$ cat config.mk
export PLATFORM = sky130hd
export DESIGN_NAME = adc_sample_filter
export DESIGN_NICKNAME = d
export VERILOG_FILES = /design/src/rtl/adc_sample_filter.sv
export SDC_FILE = /design/constraint.sdc
export NUM_CORES = 1
export LEC_CHECK = 0
export ABC_AREA = 1
export CAP_MARGIN = 20
export CORE_ASPECT_RATIO = 1.75
export CORE_MARGIN = 2
export CORE_UTILIZATION = 45
export DETAILED_ROUTE_END_ITERATION = 16
export PLACE_DENSITY = 0.74
export SLEW_MARGIN = 15
export SYNTH_ARGS = -nofsm -noshare
export SYNTH_HDL_FRONTEND = slang
export SYNTH_SLANG_ARGS = --single-unit
$ cat constraint.sdc
create_clock -name CLK -period 3.4 [get_ports CLK]
set_input_delay 0.68 -clock CLK [delete_from_list [all_inputs] [get_ports CLK]]
set_output_delay 0.68 -clock CLK [all_outputs]
set_load 0.03 [all_outputs]
$ cat src/rtl/adc_sample_filter.sv
// Periodic ADC sampler: issues a start-of-conversion pulse every SOC_PERIOD cycles,
// accumulates 2^AVG_LOG2 results and publishes their truncated mean on V_OUT.
module adc_sample_filter #(
    parameter int SOC_PERIOD  = 2200,
    parameter int AVG_LOG2    = 3,
    parameter int EOC_TIMEOUT = 1000
) (
    input  logic        CLK,
    input  logic        RST,
    input  logic        ADC_EOC,
    input  logic [11:0] ADC_DATA,
    output logic        ADC_SOC,
    output logic [11:0] V_OUT,
    output logic        V_VALID,
    output logic        TIMEOUT_ERR
);

    localparam int DATA_W = 12;
    localparam int ACC_W  = DATA_W + AVG_LOG2;
    localparam int IDX_W  = AVG_LOG2 + 1;
    localparam int PER_W  = $clog2(SOC_PERIOD + 1);
    localparam int TMO_W  = $clog2(EOC_TIMEOUT + 1);

    localparam logic [PER_W-1:0] PER_LAST = PER_W'(SOC_PERIOD - 1);
    localparam logic [TMO_W-1:0] TMO_LAST = TMO_W'(EOC_TIMEOUT - 1);
    localparam logic [IDX_W-1:0] IDX_LAST = IDX_W'((1 << AVG_LOG2) - 1);

    typedef enum logic [1:0] {
        IDLE     = 2'd0,
        WAIT_EOC = 2'd1,
        DONE     = 2'd2
    } state_t;

    state_t              state_q;
    logic [PER_W-1:0]    per_q;
    logic [TMO_W-1:0]    tmo_q;
    logic [ACC_W-1:0]    acc_q;
    logic [ACC_W-1:0]    acc_d;
    logic [IDX_W-1:0]    idx_q;
    logic                tick;
    logic                soc_q;
    logic [DATA_W-1:0]   vout_q;
    logic                vvalid_q;
    logic                err_q;

    // Mean of the accumulated samples, truncated toward zero.
    function automatic logic [DATA_W-1:0] avg_trunc(input logic [ACC_W-1:0] sum);
        logic [ACC_W-1:0] shifted;
        shifted = sum >> AVG_LOG2;
        return shifted[DATA_W-1:0];
    endfunction

    assign tick  = (per_q == PER_LAST);
    assign acc_d = acc_q + ACC_W'(ADC_DATA);

    always_ff @(posedge CLK) begin
        if (RST || tick) begin
            per_q <= '0;
        end else begin
            per_q <= per_q + PER_W'(1);
        end
    end

    // V_OUT/V_VALID are registered on the accepting edge of the last sample so the
    // strobe is visible while the FSM sits in DONE, one cycle after that ADC_EOC.
    always_ff @(posedge CLK) begin
        if (RST) begin
            state_q  <= IDLE;
            tmo_q    <= '0;
            acc_q    <= '0;
            idx_q    <= '0;
            soc_q    <= 1'b0;
            vout_q   <= '0;
            vvalid_q <= 1'b0;
            err_q    <= 1'b0;
        end else begin
            soc_q    <= 1'b0;
            vvalid_q <= 1'b0;
            case (state_q)
                IDLE: begin
                    if (tick) begin
                        soc_q   <= 1'b1;
                        tmo_q   <= '0;
                        state_q <= WAIT_EOC;
                    end
                end
                WAIT_EOC: begin
                    if (ADC_EOC) begin
                        acc_q <= acc_d;
                        idx_q <= idx_q + IDX_W'(1);
                        if (idx_q == IDX_LAST) begin
                            vout_q   <= avg_trunc(acc_d);
                            vvalid_q <= 1'b1;
                            state_q  <= DONE;
                        end else begin
                            state_q <= IDLE;
                        end
                    end else if (tmo_q == TMO_LAST) begin
                        err_q   <= 1'b1;
                        state_q <= IDLE;
                    end else begin
                        tmo_q <= tmo_q + TMO_W'(1);
                    end
                end
                DONE: begin
                    acc_q   <= '0;
                    idx_q   <= '0;
                    state_q <= IDLE;
                end
                default: state_q <= IDLE;
            endcase
        end
    end

    assign ADC_SOC     = soc_q;
    assign V_OUT       = vout_q;
    assign V_VALID     = vvalid_q;
    assign TIMEOUT_ERR = err_q;

endmodule
==> results.txt <==
P_leak - 0.00174 uW
Initial DRC Count - 115
crit-path cells - clkdlybuf4s50_1 -> ha_1 -> inv_1 -> fa_1 -> inv_1 -> nand2_1 -> nand3_1 -> nand2_1 -> nand2_1 -> nand2_1 -> nand2_1 -> nand2_1 -> nand2_1 -> inv_1
CORE AREA - 0.00718 mm^2
Final Cycle Share - 67.2%
Synthesis Warnings - 0
post-cts repair resize count - 0
DRC Markers - 0
CP max-delay cell - clkdlybuf4s50_1
largest net degree at the start of global routing - 34
synth top area cells - dfxtp_1 35%, nand2_1 15%, inv_1 8.7%, nor2_1 6.8%, ha_1 5.7%
root buffer cell - clkbuf_16
postcts setup bufs - 0
Starting Density - 46.2%
RSZ-0062 raised after global routing - false
ys async rst share - 0%
die width - 68.9 um
Setup-failing EPs final - 0
Hold Buf Count CTS - 0
Total GRT Usage - 21.4%
Critical Path Sink Type - flop
routed len/inst - 12.3 um
maxcap violations - 0
row cnt - 41
Final Util - 54.5%
top cell types by occurrence after synthesis - 132 x nand2_1, 77 x inv_1, 60 x nor2_1
synthesized cell area - 0.00332 mm^2
CP dominant cell by count - nand2_1
top cell type's share of synthesized area - 35.0%
P_sw - 345 uW
first-pass GRT wire length - 13200 um
final antenna diode count - 0
port buffer count - 29
HPWL after DPL - 5740 um
Worst Skew - 0.00602 ns
status - finished clean
Peak VDD IR - 0.340 mV
fin nets - 560
worst skew pair latency - 0.33 ns
drt first pass iters - 4
H-tree lvl count - 3
CTS sink count - 58
Post-synth EDFFs - 0
slew margin rel. - 63.3%
Synth area leader - dfxtp_1
final max-slew violation count - 0
layout cells sized above 1 - 7.13%
initial antenna violation count - 0
total grt overflow - 0
Worst-Margin Slew - 0.549 ns
WP data required - 3.62 ns
Fmax achieved - 438 MHz
Vias per Instance - 5.03
Internal Power - 1200 uW
gpl congestion - 0.886
Syn Area/Cell - 6.66 um^2
Fill cells - 739
top_reg_cell synth - dfxtp_1
Cells after DPL - 604
Syn Nets - 529
number of CTS-inserted buffers - 9
area grow syn2layout - 17.9%
post-layout min period - 2.28 ns
clock-pin slew on the worst setup and hold paths - 0.05 ns
Hold Path Class - flop to flop
FF/Latch Area - 0.00116 mm^2
Worst Path Arrival - 2.51 ns
Sequential Power Share - 44.4%
setup TNS - 0 ns
die area - 0.00810 mm^2
vias in the first global route - 3064
Max stage delay on crit path - 0.46 ns
IO Count - 30
Clk network pwr share - 50.9%
Vias - 3116
Comb power frac - 4.7%
Critical Path Start Type - input pin
Power Density - 395 mW/mm^2
final wirelength - 7630 um
cell with the most instances after synthesis - nand2_1
Yosys cell types - 39
Die Y - 118 um
CTS tree - yes
Seq/Total Area, Yosys - 35.0%
Syn Inst Count - 498
worst setup path class - input pin to flop
fin cells - 619
Sw Share - 22.4%
crit path max fanout - 3
Final Hold Fails - 0
multi-input logic area - 0.00179 mm^2
Routed Antenna Nets - 0
register bit total from synthesis - 58
Max Buffers Root-to-Sink - 2
==> per-layer routing <==
layer,GRT usage [%],part of all wire [%],up-vias
met5,0,0,-
li1,-,-,1631
met2,38.1,53,50
met4,11.8,3.5,0
met3,3.73,2.6,18
met1,22.4,41,1417
==> placed cells by master, fill, tap and decap left out, types with 4 or more instances in the layout <==
master,count
o21ai_0,11
nor2_1,60
nand4_1,10
nand3_1,32
ha_1,15
nor3_1,13
dfxtp_1,58
a21oi_2,4
nand2_2,7
xor2_1,7
clkbuf_16,9
a21oi_1,33
clkdlybuf4s50_1,29
nand2_1,132
inv_1,77
==> power groups by stage <==
stage | sequential, uW | clock [uW] | combinational [uW]
after global routing | 686 | 824 | 80.6
after CTS | 686 | 802 | 72.6
after global placement | 700 | 0 | 71.1
after floorplan | 700 | 0 | 41.4
after detailed placement | 700 | 0 | 72.1
final | 686 | 786 | 72.0
==> stage by stage <==
step | worst slack (ns) | hold WS [ns] | instance area, um^2 | total power (uW)
6_report | 1.12 | 0.460 | 3910 | 1540
4_1_cts | 1.11 | 0.468 | 3910 | 1560
2_1_floorplan | 1.41 | 0.430 | 3320 | 741
3_5_place_dp | 0.766 | 0.457 | 3660 | 772
3_3_place_gp | 0.783 | 0.443 | 3660 | 771
5_1_grt | 0.877 | 0.483 | 3910 | 1590
==> flip-flops by register name, indices dropped and copies added, names as in the netlist <==
register,flops
tmo_q,10
TIMEOUT_ERR,1
ADC_SOC,1
idx_q,4
V_OUT,12
per_q,12
V_VALID,1
state_q,2
acc_q,15
==> worst paths after layout <==
path	startpoint	endpoint	slack, ns	cells past startpoint
worst max-delay path	ADC_DATA[0]	V_OUT[11]$_SDFFE_PP0P_	1.12	14
worst min-delay path	per_q[0]$_SDFF_PP0_	per_q[0]$_SDFF_PP0_	0.46	1
worst max register to register	state_q[0]$_SDFFE_PP0P_	V_OUT[4]$_SDFFE_PP0P_	1.53	10
worst min register to register	per_q[0]$_SDFF_PP0_	per_q[0]$_SDFF_PP0_	0.46	1
==> worst max-delay path, delay by kind of cell <==
kind	cells	cell delay (ns)
AND/OR/NAND/NOR	8	0.61
buffers and inverters	4	0.65
adder cells (fa/ha/maj)	2	0.56
==> cells by family (layout without fill, tap and decap cells) <==
logic type	count (synthesis)	in the layout	share of synthesized area, %
AO/OA/AOI/OAI	55	55	9.05
XOR/XNOR	9	9	2.38
adder cells (fa/ha/maj)	16	16	6.26
buffers and inverters	91	126	11.2
flip-flops	58	58	35.0
AND/OR/NAND/NOR	269	269	36.1
==> final cells by class <==
type | count | share of cell area, %
multi-input combinational | 349 | 45.6
inverter | 81 | 7.81
tap | 86 | 2.75
clock inverter | 3 | 0.448
clock buffer | 12 | 6.05
timing repair buffer | 30 | 7.61
sequential | 58 | 29.7
(Power assumes the default switching activity.)
